File: config.mk
export PLATFORM = sky130hd
export DESIGN_NAME = ram_port_arbiter_flat
export DESIGN_NICKNAME = d
export VERILOG_FILES = /design/src/rtl/ram_arb_pkg.sv /design/src/rtl/ram_port_arbiter_if.sv /design/src/rtl/rr_arbiter.sv /design/src/rtl/ram_port_arbiter.sv /design/src/flat_wrapper.sv
export SDC_FILE = /design/constraint.sdc
export NUM_CORES = 1
export LEC_CHECK = 0
export CAP_MARGIN = 5
export CORE_AREA = 8 8 120 122
export CTS_BUF_LIST = sky130_fd_sc_hd__clkbuf_8
export CTS_CLUSTER_SIZE = 25
export DETAILED_ROUTE_END_ITERATION = 7
export DIE_AREA = 0 0 128 130
export HOLD_SLACK_MARGIN = 0.02
export PLACE_DENSITY = 0.68
export SETUP_SLACK_MARGIN = 0.05
export SLEW_MARGIN = 10
export SYNTH_ARGS = -nofsm -noshare
export SYNTH_HDL_FRONTEND = slang
export SYNTH_HIERARCHICAL = 1
export SYNTH_SLANG_ARGS = --single-unit
File: constraint.sdc
create_clock -name clk -period 3.3 [get_ports clk]
set_input_delay 0.33 -clock clk [delete_from_list [all_inputs] [get_ports clk]]
set_output_delay 0.33 -clock clk [all_outputs]
set_load 0.01 [all_outputs]
File: src/rtl/ram_arb_pkg.sv
// Shared types for the RAM port arbiter.
// State encoding and client-index width helper.
package ram_arb_pkg;

   typedef enum logic {
      ST_IDLE  = 1'b0,
      ST_CLEAR = 1'b1
   } state_t;

   function automatic int idw(int n);
      return (n > 1) ? $clog2(n) : 1;
   endfunction

endpackage

File: src/rtl/ram_port_arbiter_if.sv
// Client-side bundle of the RAM port arbiter.
// Write/read req-gnt handshakes plus tagged read responses.
interface ram_port_arbiter_if #(
   parameter int NR = 4,
   parameter int AW = 8,
   parameter int DW = 32
);
   import ram_arb_pkg::*;

   localparam int IDW = idw(NR);

   logic [NR-1:0]    wr_req;
   logic [NR*AW-1:0] wr_addr;
   logic [NR*DW-1:0] wr_data;
   logic [NR-1:0]    wr_gnt;
   logic [NR-1:0]    rd_req;
   logic [NR*AW-1:0] rd_addr;
   logic [NR-1:0]    rd_gnt;
   logic             rd_rsp_valid;
   logic [IDW-1:0]   rd_rsp_id;
   logic [DW-1:0]    rd_rsp_data;

   modport master (
      output wr_req, wr_addr, wr_data,
      output rd_req, rd_addr,
      input  wr_gnt, rd_gnt,
      input  rd_rsp_valid, rd_rsp_id, rd_rsp_data
   );

   modport slave (
      input  wr_req, wr_addr, wr_data,
      input  rd_req, rd_addr,
      output wr_gnt, rd_gnt,
      output rd_rsp_valid, rd_rsp_id, rd_rsp_data
   );

endinterface

File: src/rtl/rr_arbiter.sv
// Round-robin arbiter with its own rotating pointer.
// Grant is combinational; pointer moves past the winner.
module rr_arbiter
   import ram_arb_pkg::*;
#(
   parameter int NR = 4
) (
   input  logic                 clk,
   input  logic                 rst,
   input  logic [NR-1:0]        req,
   input  logic                 advance,
   output logic [NR-1:0]        gnt,
   output logic [idw(NR)-1:0]   idx
);

   localparam int IDW = idw(NR);
   localparam logic [IDW-1:0] LAST = IDW'(NR - 1);

   logic [IDW-1:0] ptr;
   logic [IDW-1:0] j;
   logic           hit;

   always_comb begin
      gnt = '0;
      idx = '0;
      j   = '0;
      hit = 1'b0;
      for (int k = 0; k < NR; k++) begin
         j = IDW'((int'(ptr) + k) % NR);
         if (!hit && req[j]) begin
            hit = 1'b1;
            idx = j;
         end
      end
      if (advance && hit)
         gnt[idx] = 1'b1;
   end

   always_ff @(posedge clk or posedge rst) begin
      if (rst)
         ptr <= '0;
      else if (advance && hit)
         ptr <= (idx == LAST) ? '0 : idx + IDW'(1);
   end

endmodule

File: src/rtl/ram_port_arbiter.sv
// Shares one simple dual-port RAM between NR clients.
// Independent RR write/read arbitration plus a clear sweep.
module ram_port_arbiter
   import ram_arb_pkg::*;
#(
   parameter int            NR      = 4,
   parameter int            AW      = 8,
   parameter int            DW      = 32,
   parameter logic [DW-1:0] CLR_VAL = '0
) (
   input  logic          clk,
   input  logic          rst,
   ram_port_arbiter_if.slave cl,
   input  logic          clr_start,
   output logic          busy,
   output logic          clr_done,
   output logic          ram_we,
   output logic [AW-1:0] ram_wr_addr,
   output logic [DW-1:0] ram_wr_data,
   output logic [AW-1:0] ram_rd_addr,
   input  logic [DW-1:0] ram_rd_data
);

   localparam int IDW = idw(NR);
   localparam logic [AW-1:0] LAST = '1;

   state_t         state;
   state_t         state_nx;
   logic [AW-1:0]  cnt;
   logic           arb_en;
   logic [NR-1:0]  wr_gnt;
   logic [NR-1:0]  rd_gnt;
   logic [IDW-1:0] wr_idx;
   logic [IDW-1:0] rd_idx;
   logic           rsp_valid;
   logic [IDW-1:0] rsp_id;

   // rst gates grants so they drop in the same cycle
   assign arb_en = (state == ST_IDLE) && !rst;

   rr_arbiter #(.NR(NR)) u_wr_arb (
      .clk     (clk),
      .rst     (rst),
      .req     (cl.wr_req),
      .advance (arb_en),
      .gnt     (wr_gnt),
      .idx     (wr_idx)
   );

   rr_arbiter #(.NR(NR)) u_rd_arb (
      .clk     (clk),
      .rst     (rst),
      .req     (cl.rd_req),
      .advance (arb_en),
      .gnt     (rd_gnt),
      .idx     (rd_idx)
   );

   always_ff @(posedge clk or posedge rst) begin
      if (rst)
         state <= ST_IDLE;
      else
         state <= state_nx;
   end

   always_comb begin
      state_nx = state;
      unique case (state)
         ST_IDLE:  if (clr_start) state_nx = ST_CLEAR;
         ST_CLEAR: if (cnt == LAST) state_nx = ST_IDLE;
         default:  state_nx = ST_IDLE;
      endcase
   end

   always_ff @(posedge clk or posedge rst) begin
      if (rst) begin
         cnt       <= '0;
         clr_done  <= 1'b0;
         rsp_valid <= 1'b0;
         rsp_id    <= '0;
      end else begin
         clr_done  <= (state == ST_CLEAR) && (cnt == LAST);
         rsp_valid <= |rd_gnt;
         if (state == ST_CLEAR)
            cnt <= cnt + AW'(1);
         if (|rd_gnt)
            rsp_id <= rd_idx;
      end
   end

   always_comb begin
      busy        = (state == ST_CLEAR);
      ram_we      = 1'b0;
      ram_wr_addr = '0;
      ram_wr_data = '0;
      ram_rd_addr = '0;
      if (state == ST_CLEAR) begin
         ram_we      = 1'b1;
         ram_wr_addr = cnt;
         ram_wr_data = CLR_VAL;
      end else begin
         for (int i = 0; i < NR; i++) begin
            if (wr_gnt[i]) begin
               ram_we      = 1'b1;
               ram_wr_addr = cl.wr_addr[i*AW +: AW];
               ram_wr_data = cl.wr_data[i*DW +: DW];
            end
         end
      end
      for (int i = 0; i < NR; i++)
         if (rd_gnt[i])
            ram_rd_addr = cl.rd_addr[i*AW +: AW];
   end

   assign cl.wr_gnt       = wr_gnt;
   assign cl.rd_gnt       = rd_gnt;
   assign cl.rd_rsp_valid = rsp_valid;
   assign cl.rd_rsp_id    = rsp_id;
   assign cl.rd_rsp_data  = ram_rd_data;

endmodule

File: src/flat_wrapper.sv
// flat-port wrapper written by rule: the top's interface ports become plain ports
module ram_port_arbiter_flat import ram_arb_pkg::*;
#(
   parameter int            NR      = 4,
   parameter int            AW      = 8,
   parameter int            DW      = 32,
   parameter logic [DW-1:0] CLR_VAL = '0
)
  (clk, rst, clr_start, busy, clr_done, ram_we, ram_wr_addr, ram_wr_data, ram_rd_addr, ram_rd_data, cl_wr_req, cl_wr_addr, cl_wr_data, cl_rd_req, cl_rd_addr, cl_wr_gnt, cl_rd_gnt, cl_rd_rsp_valid, cl_rd_rsp_id, cl_rd_rsp_data);
  ram_port_arbiter_if #(.NR(NR), .AW(AW), .DW(DW)) cl_i ();
  input  logic clk;
  input  logic rst;
  input  logic clr_start;
  output logic busy;
  output logic clr_done;
  output logic ram_we;
  output logic [AW-1:0] ram_wr_addr;
  output logic [DW-1:0] ram_wr_data;
  output logic [AW-1:0] ram_rd_addr;
  input  logic [DW-1:0] ram_rd_data;
  input wire logic [$bits(cl_i.wr_req)-1:0] cl_wr_req;
  input wire logic [$bits(cl_i.wr_addr)-1:0] cl_wr_addr;
  input wire logic [$bits(cl_i.wr_data)-1:0] cl_wr_data;
  input wire logic [$bits(cl_i.rd_req)-1:0] cl_rd_req;
  input wire logic [$bits(cl_i.rd_addr)-1:0] cl_rd_addr;
  output wire logic [$bits(cl_i.wr_gnt)-1:0] cl_wr_gnt;
  output wire logic [$bits(cl_i.rd_gnt)-1:0] cl_rd_gnt;
  output wire logic [$bits(cl_i.rd_rsp_valid)-1:0] cl_rd_rsp_valid;
  output wire logic [$bits(cl_i.rd_rsp_id)-1:0] cl_rd_rsp_id;
  output wire logic [$bits(cl_i.rd_rsp_data)-1:0] cl_rd_rsp_data;
  assign cl_i.wr_req = cl_wr_req;
  assign cl_i.wr_addr = cl_wr_addr;
  assign cl_i.wr_data = cl_wr_data;
  assign cl_i.rd_req = cl_rd_req;
  assign cl_i.rd_addr = cl_rd_addr;
  assign cl_wr_gnt = cl_i.wr_gnt;
  assign cl_rd_gnt = cl_i.rd_gnt;
  assign cl_rd_rsp_valid = cl_i.rd_rsp_valid;
  assign cl_rd_rsp_id = cl_i.rd_rsp_id;
  assign cl_rd_rsp_data = cl_i.rd_rsp_data;
  ram_port_arbiter #(.NR(NR), .AW(AW), .DW(DW), .CLR_VAL(CLR_VAL)) u_core (.clk(clk), .rst(rst), .cl(cl_i), .clr_start(clr_start), .busy(busy), .clr_done(clr_done), .ram_we(ram_we), .ram_wr_addr(ram_wr_addr), .ram_wr_data(ram_wr_data), .ram_rd_addr(ram_rd_addr), .ram_rd_data(ram_rd_data));
endmodule
* After elaboration in Yosys (flattened, before gate mapping) *
Cells that the tools add are included.

storage, ports and cells
  flip-flop bits (word level) = 17
  word-level logic and storage cells = 114
  input bits = 235
  output and inout bits = 94

operators by class
  equality and inequality tests = 3
  mux-type cells = 62
  bitwise gates (word level) = 1
  reduce and logical (&&, ||, !) cells = 20
  add/sub/neg operators = 9
  magnitude comparators = 12

operator list
  cell                 number
  $mux 32              5
  $mux 8               9
  $lt 2x3->1 const B   10
  $mux 1               25
  $mux 2               10
  $bmux 1 s2           8
  $logic_and 1x1->1    12
  $add 2x1->2 const B  4
  $add 2x2->2 const B  4
  $add 8x1->8 const B  1
  $eq 8x8->1 const B   1
  $mux 4               2
  $logic_not 1->1      7
  $demux 1 s2          2
  $eq 2x2->1 const B   2
  $ge 2x1->1 const B   2
  $reduce_or 4->1      1
  $pmux 1 s2           1
  $not 1->1            1

* Logic depth before layout (Yosys ltp) *
Gate-level depths: netlist of the first run.

  word-level depth = 22
  mapped depth = 11
  gate-level depth less buffers = 8

* Modules after synthesis *
The synthesis of the first run kept the hierarchy.

modules (own cells, without submodules)
  module                         seq. area each (µm²)  instances  cells an instance  area each (µm²)
  ram_port_arbiter               325.3                 1          318                2418.6
  rr_arbiter at u_core.u_rd_arb  50.0                  1          32                 280.3
  rr_arbiter at u_core.u_wr_arb  50.0                  1          29                 279.0

* Worst setup path after synthesis of the first run *
Ideal clock, no wire load.

  path type = register -> output
  start point = reg u_core.u_wr_arb.ptr[1]
  end point = out ram_wr_addr[1]
  stages on the path, launching flop included = 10
  data arrival time = 2214 ps
  path slack = 755 ps
  required time = 2970 ps
  path through = dfrtp_1 or3b_1 o221a_2 ha_1 and2_1 buf_4 nor2b_2 buf_6 a221oi_1 o41ai_1

on the way
  elaborated cells on any way between the ends = 37
  classes of those cells = 3 x add/sub; 2 x order compare; 24 x mux; 8 x reduce/logical

RTL lines
  element                                              line                     RTL
  from (decl)                                          rr_arbiter.sv:19         logic [IDW-1:0] ptr;
  from (signal assigned)                               rr_arbiter.sv:43         ptr <= (idx == LAST) ? '0 : idx + IDW'(1);
  branches (longest 16 deep; another with $lt 2x3->1)  n/a
  $mux 4 *                                             rr_arbiter.sv:35         if (advance && hit)
  named net cl_wr_gnt[1]                               flat_wrapper.sv:26       output wire logic [$bits(cl_i.wr_gnt)-1:0] cl_wr_gnt;
  $mux 8 * (3 in series)                               ram_port_arbiter.sv:103  if (wr_gnt[i]) begin
  $mux 8 *                                             ram_port_arbiter.sv:97   if (state == ST_CLEAR) begin
  to (decl)                                            flat_wrapper.sv:17       output logic [AW-1:0] ram_wr_addr;

Mark *: on every way through the listed nets, which the timed path passes. The select of a mux whose other input is x is not followed.

* Final worst setup path of the first run *
  start point = in cl_wr_req[2]
  end point = out ram_wr_data[5]

on the way
  word-level cells in the longest chain between the ends = 22
  elaborated cells on any way between the ends = 34
  classes of those cells = 2 x order compare; 24 x mux; 8 x reduce/logical

ends and longest elaborated chain
  element                                                         line                     RTL
  from (decl)                                                     flat_wrapper.sv:21       input wire logic [$bits(cl_i.wr_req)-1:0] cl_wr_req;
  $bmux 1 s2                                                      rr_arbiter.sv:30         if (!hit && req[j]) begin
  $mux 1 (implied by the code)                                    rr_arbiter.sv:30
  $mux 1                                                          rr_arbiter.sv:30
  $logic_not 1->1                                                 rr_arbiter.sv:30
  $logic_and 1x1->1                                               rr_arbiter.sv:30
  $mux 1                                                          rr_arbiter.sv:30
  $logic_not 1->1                                                 rr_arbiter.sv:30
  $logic_and 1x1->1                                               rr_arbiter.sv:30
  [4 not listed]                                                  n/a
  named net u_core.wr_idx[0]                                      ram_port_arbiter.sv:33   logic [IDW-1:0] wr_idx;
  $lt 2x3->1 (implied by the code) or $ge 2x1->1 (tied branches)  rr_arbiter.sv:36         gnt[idx] = 1'b1;
  $logic_and 1x1->1 (implied by the code)                         rr_arbiter.sv:36
  $mux 1 (implied by the code)                                    rr_arbiter.sv:36
  $demux 1 s2 *                                                   rr_arbiter.sv:36
  $mux 4 *                                                        rr_arbiter.sv:35
  $mux 32 (3 in series)                                           ram_port_arbiter.sv:103
  $mux 32 *                                                       ram_port_arbiter.sv:103
  $mux 32 *                                                       ram_port_arbiter.sv:97
  to (decl)                                                       flat_wrapper.sv:18       output logic [DW-1:0] ram_wr_data;

The timed path passes the listed nets; every way through them passes the cells marked *. The select of a mux whose other input is x is not followed.

==> results of run 1 <==
## timing repair
item                                    in CTS  in global routing
endpoints found under the setup margin      48                 37
buffers inserted                             4                  2
cloned                                       1                  0
gates resized for setup                     60                 14
## cell usage after synthesis (all sizes together) (6+ instances only)
master   n  share of area [%]
o21ai   66                 11
buf     61                 15
nand2   58                7.3
a221oi  41                 18
dfrtp   17                 14
nor2b   12                2.6
inv     10                1.3
ha       9                3.8
and2     8                1.7
nor2     8                1.0
o22ai    8                1.7
o31ai    8                2.2
nand3    7                1.2
a21oi    6                1.0
a41oi    6                1.8
## registers in the layout, indices dropped and copies added (netlist names)
| name | count |
|---|---|
| u_core/cnt | 8 |
| u_core/cl.rd_rsp_id | 2 |
| u_core/u_rd_arb/ptr | 2 |
| u_core/u_wr_arb/ptr | 2 |
| u_core/busy | 1 |
| u_core/cl.rd_rsp_valid | 1 |
| u_core/clr_done | 1 |
## path summary, 6_finish.rpt
| check | from | end | slack [ns] | cells after the start |
|---|---|---|---|---|
| max reg2reg | u_core/u_rd_arb/ptr[1] | u_core/cl.rd_rsp_id[1] | 0.81 | 9 |
| max | cl_wr_req[2] | ram_wr_data[5] | 0.16 | 13 |
| min reg2reg | u_core/cnt[7] | u_core/cnt[7] | 0.50 | 1 |
| max in group asynchronous | rst | u_core/cnt[5] | 2.41 | 2 |
| min in group clk | u_core/cnt[7] | u_core/cnt[7] | 0.50 | 1 |
| min | rst | u_core/u_wr_arb/ptr[0] | 0.32 | 2 |
## placed cells by master, fill, tap and decap left out, types with 5 or more instances in the layout
master	synthesis	final
a221oi_1	11	11
o21ai_0	35	35
dfrtp_1	17	16
nor2_1	8	7
o21ai_1	31	31
a221oi_2	30	29
a41oi_1	6	6
dlygate4sd2_1	0	44
o31ai_1	7	7
nand2_1	58	58
ha_1	9	9
a21oi_1	6	5
nor2b_1	11	10
o22ai_1	8	7
inv_1	9	10
buf_12	0	8
clkdlybuf4s50_1	0	213
buf_4	38	37
nand3_1	7	7
## stage by stage
stage	instances	worst slack [ns]	hold WS, ns
2_1_floorplan	379	0.756	0.0712
4_1_cts	798	0.0750	0.320
6_report	801	0.164	0.321
5_1_grt	801	0.0376	0.334
3_3_place_gp	789	-0.121	0.489
3_5_place_dp	789	-0.208	0.498
## where the power goes
part	internal (W)	leakage (nW)	switching (W)
Sequential	0.000268	0.208	0.0000774
Clock	0.0000824	0.0269	0.0000675
Combinational	0.000408	2.11	0.000218
Total	0.000759	2.35	0.000363
## area by class of cell
cell class                      instances  share of cell area [%]
Timing Repair Buffer                  310                    51.7
Sequential cell                        17                    7.21
Clock inverter                          1                  0.0634
Inverter                               10                   0.634
Multi-Input combinational cell        287                    36.0
Tap cell                              172                    3.64
Antenna cell                            1                  0.0423
Clock buffer                            3                   0.698
## layer usage
layer	part of all wire (%)	GRT usage, %
met5	0	0
met4	1.3	2.38
met3	8.8	5.59
met2	52	35.9
met1	38	21.8
## cell families after synthesis
family                   count (synthesis)  synth area share, %
AND/OR/NAND/NOR                        113                 19.1
multiplexers                             6                 2.31
XOR/XNOR                                 7                 2.06
AO/OA/AOI/OAI                          152                 41.8
flip-flops                              17                 14.3
buffers and inverters                   75                 16.7
adder cells (fa/ha/maj)                  9                 3.78
==> flow_metrics.py, run 1 <==
metrics = {
    "critical_path": {
        "crit_slowest_cell": "clkdlybuf4s50_1",
        "crit_arrival_ns": 2.81,
        "cpPeakStageDelay_ns": 0.41,
        "crit_chain": "clkdlybuf4s50_1 -> buf_4 -> mux2i_4 -> o221a_4 -> inv_1 -> ha_1 -> and2_1 -> nor2b_4 -> buf_4 -> buf_4 -> a221oi_2 -> o21ai_1 -> dlygate4sd2_1",
        "cp.required_ns": 2.97,
        "path_class": "in2out",
        "critPathBufInv": 6,
        "crit_top_cell": "buf_4",
        "crit_path_end_kind": "primary output",
        "worstPathMaxFanout": 7,
        "start_kind": "input pin",
        "cpLargestDelayFamily": "buffers and inverters",
    },
    "outcome": {
        "status": "finished, final reports clean",
    },
    "logic_synthesis": {
        "synthesis.area_sq_um": 2980,
        "synth-async-reset-ratio_pct": 100,
        "synth_seq_cells": 17,
        "yosysUniqueCellTypes": 52,
        "yosys_warnings": 6,
        "avgSynthCellArea_sq_um": 7.86,
        "synth_edf_count": 0,
        "yosysSeqAreaShare_pct": 14.3,
        "yosys_most_used_dff": "dfrtp_1",
        "netlist_instances": 379,
        "syn-num-nets": 623,
    },
    "floorplanning": {
        "start_util_pct": 24.0,
        "die_area_sq_um": 16600,
        "coreArea_sq_um": 12400,
        "io_pins": 329,
        "dieWidth_um": 128,
        "rows": 41,
        "die_h_um": 130,
    },
    "finish": {
        "nFillCells": 1224,
        "multi_input_area_sq_um": 2130,
        "fin_util_pct": 47.7,
        "final_area_sq_um": 5920,
        "finalNetCount": 873,
        "area_growth_pct": 98.7,
        "seqCellArea_sq_um": 427,
        "drive_gt1_share_pct": 17.2,
    },
    "timing": {
        "fin_skew_ns": 0.00321,
        "hold_viol": 0,
        "rsz0062_at_grt": "yes",
        "setup_viol": 0,
        "fin_crit_ns": 3.14,
        "report.final.slew_viol_count": 0,
        "tns_ns": 0,
        "slew_headroom_pct": 63.4,
        "worst_pin_slew_ns": 0.548,
        "fmax_mhz": 319,
        "fin_crit_sh_pct": 95.0,
    },
    "grt": {
        "grt_max_degree": 32,
        "grt_pass1_wl_um": 24900,
        "track_usage_pct": 19.3,
        "antenna_found_initial": 1,
        "grt_pass1_vias": 4082,
        "grt_overflow": 0,
    },
    "clocking": {
        "cts_tree": "built",
        "clk_pin_slew_ns": 0.06,
        "numCtsBuffers": 3,
        "clock_path_buffers": 2,
        "clk_latency_ns": 0.25,
        "cts_sinks": 17,
        "postCtsHoldBufs": 0,
        "cts-root-buf": "clkbuf_8",
        "ctsHtreeMaxLevel": 1,
    },
    "route": {
        "viasPerCell": 4.91,
        "first_pass_iters": 4,
        "vias": 3930,
        "drtIter0Drc": 189,
        "ant_nets": 0,
        "wl_per_cell_um": 21.5,
        "wl_um": 17200,
        "drc": 0,
    },
    "job": {
        "max_cap_violations": 0,
    },
    "placed_design": {
        "post-dp-hpwl_um": 14600,
        "finalWeightedCongestion": 0.870,
        "placed_area_sq_um": 5780,
        "portBuffers": 264,
    },
    "pwr": {
        "leakagePower_nw": 2.35,
        "ir_drop_mv": 0.211,
        "finalPower_w": 0.00112,
        "powerDensity_nw_per_um2": 190,
    },
    "min_path": {
        "worstHoldPathType": "in2async",
    },
}
Note: power is estimated with default switching activity, not from simulation.
==> run 2: changes to the inputs <==
- SETUP_SLACK_MARGIN: 0.05 -> not set
==> run 2 against run 1 <==
- first-iteration DRC count increased by 11%
- worst setup slack got worse by 0.0056 ns
- global-route usage stayed put
- final cell count down 0.25%
- sequential power barely moved
- combinational power shrank 2%
- maximum frequency down 0.18%
- critical path type unchanged
- largest cell class unchanged
==> flow_metrics.py, run 2 (synthesized netlist as in run 1, its figures left out) <==
metrics = {
    "outcome": {
        "status": "finished, final reports clean",
    },
    "clocking": {
        "numCtsBuffers": 3,
        "cts_sinks": 17,
        "cts_tree": "built",
        "ctsHtreeMaxLevel": 1,
        "clk_pin_slew_ns": 0.06,
        "postCtsHoldBufs": 0,
        "clk_latency_ns": 0.25,
        "clock_path_buffers": 2,
        "cts-root-buf": "clkbuf_8",
    },
    "critical_path": {
        "crit_path_end_kind": "primary output",
        "path_class": "in2out",
        "cp.required_ns": 2.97,
        "reg2reg_slack_ns": 0.81,
        "worstPathMaxFanout": 12,
        "reg2reg_depth": 9,
        "r2r_start": "u_core/u_rd_arb/ptr[1]",
        "critPathLaunch": "cl_wr_req[2]",
        "crit_arrival_ns": 2.81,
        "start_kind": "input pin",
        "cp-endpoint": "ram_wr_data[29]",
        "rr_endpoint": "u_core/cl.rd_rsp_id[1]",
    },
    "route": {
        "met3WireLength_um": 1530,
        "ant_nets": 0,
        "vias": 3911,
        "first_pass_iters": 5,
        "m1WireLength_um": 6520,
        "wl_um": 17200,
        "drc": 0,
        "viasPerCell": 4.89,
        "drtIter0Drc": 210,
        "wl_per_cell_um": 21.5,
        "route.met2.wl_um": 8930,
        "top_layer": "met4",
    },
    "finish": {
        "mostFrequentLayoutCells": "213 x clkdlybuf4s50_1, 58 x nand2_1, 46 x dlygate4sd2_1",
        "layout_commonest_cell": "clkdlybuf4s50_1",
        "fin_util_pct": 47.4,
        "area_growth_pct": 97.8,
        "finalNetCount": 871,
        "multi_input_area_sq_um": 2120,
        "final_area_sq_um": 5890,
        "drive_gt1_share_pct": 16.9,
        "largest_reg_flops": 8,
        "seqCellArea_sq_um": 427,
        "nFillCells": 1229,
        "largest_register": "u_core/cnt",
    },
    "grt": {
        "antenna_found_initial": 1,
        "grt_pass1_wl_um": 24900,
        "grt_overflow": 0,
        "track_usage_pct": 19.3,
        "grt_max_degree": 32,
        "grt_pass1_vias": 4082,
    },
    "floorplanning": {
        "die_area_sq_um": 16600,
        "coreArea_sq_um": 12400,
        "rows": 41,
        "io_pins": 329,
        "die_h_um": 130,
        "start_util_pct": 24.0,
        "dieWidth_um": 128,
    },
    "timing": {
        "fin_skew_ns": 0.00310,
        "fmax_mhz": 318,
        "rsz0062_at_grt": "no",
        "setup_viol": 0,
        "report.final.slew_viol_count": 0,
        "hold_viol": 0,
        "slew_headroom_pct": 63.4,
        "fin_crit_sh_pct": 95.2,
        "worst_pin_slew_ns": 0.548,
        "fin_crit_ns": 3.14,
    },
    "pwr": {
        "internal_power_w": 0.000753,
        "ir_drop_mv": 0.211,
        "leakagePower_nw": 2.34,
        "powerDensity_nw_per_um2": 189,
        "combPwrFrac_pct": 55.3,
        "pwr-share-seq_pct": 31.2,
        "sw_frac_of_total_pct": 32.4,
        "p_clk_share_pct": 13.5,
        "power.switching_w": 0.000360,
        "finalPower_w": 0.00111,
    },
    "placed_design": {
        "post-dp-hpwl_um": 14600,
        "placed_area_sq_um": 5780,
        "portBuffers": 264,
        "finalWeightedCongestion": 0.870,
    },
    "min_path": {
        "worstHoldPathType": "in2async",
    },
    "job": {
        "max_cap_violations": 0,
    },
}
## run 2: power groups by stage
stage	Sequential, W	Clock, W	Combinational, W
2_1_floorplan	0.000326	0	0.000266
4_1_cts	0.000344	0.000160	0.000620
5_1_grt	0.000361	0.000171	0.000668
3_3_place_gp	0.000341	0	0.000633
6_report	0.000347	0.000150	0.000616
3_5_place_dp	0.000346	0	0.000642
## run 2: worst min-delay path by stage
stage / endpoint / slack [ns]
2_1_floorplan: u_core/u_rd_arb/ptr[0] / 0.07
3_3_place_gp: u_core/cnt[6] / 0.49
3_5_place_dp: u_core/cnt[7] / 0.50
4_1_cts: u_core/u_wr_arb/ptr[0] / 0.32
5_1_grt: u_core/u_wr_arb/ptr[0] / 0.33
6_report: u_core/u_wr_arb/ptr[0] / 0.32
## run 2: stage by stage
stage / std cells / setup slack (ns) / setup TNS [ns] / hold slack (ns)
after floorplan: 379 / 0.756 / 0 / 0.0712
after global placement: 789 / -0.121 / -3.16 / 0.489
after detailed placement: 789 / -0.208 / -5.95 / 0.498
after CTS: 798 / 0.0750 / 0 / 0.320
after global routing: 799 / 0.0294 / 0 / 0.334
final: 799 / 0.159 / 0 / 0.321
## run 2: worst max-delay path, stage by stage
cell and delay [ns]:
clkdlybuf4s50_1 0.41, buf_4 0.16, mux2i_4 0.15, o221a_4 0.21
inv_1 0.06, ha_1 0.16, and2_1 0.17, nor2b_4 0.15
buf_4 0.14, buf_12 0.14, a221oi_2 0.29, o21ai_1 0.12
dlygate4sd2_1 0.29
## run 2: per-layer routing
metal	vias to the layer above	global-route usage, %
met3	15	5.59
met5	-	0
li1	1890	-
met2	181	35.9
met1	1825	21.8
met4	0	2.38
## run 2: repair_timing
action                                  CTS  global route
endpoints found under the setup margin   48            16
setup buffers                             4             0
gates resized for setup                  60            11
cloned                                    1             0
## run 2: layout make-up
type                       count  area share, %
antenna                        1         0.0425
clock inverter                 1         0.0637
inverter                      10          0.637
multi-input combinational    287           36.0
timing repair buffer         308           51.7
clock buffer                   3          0.701
tap                          172           3.65
sequential                    17           7.24
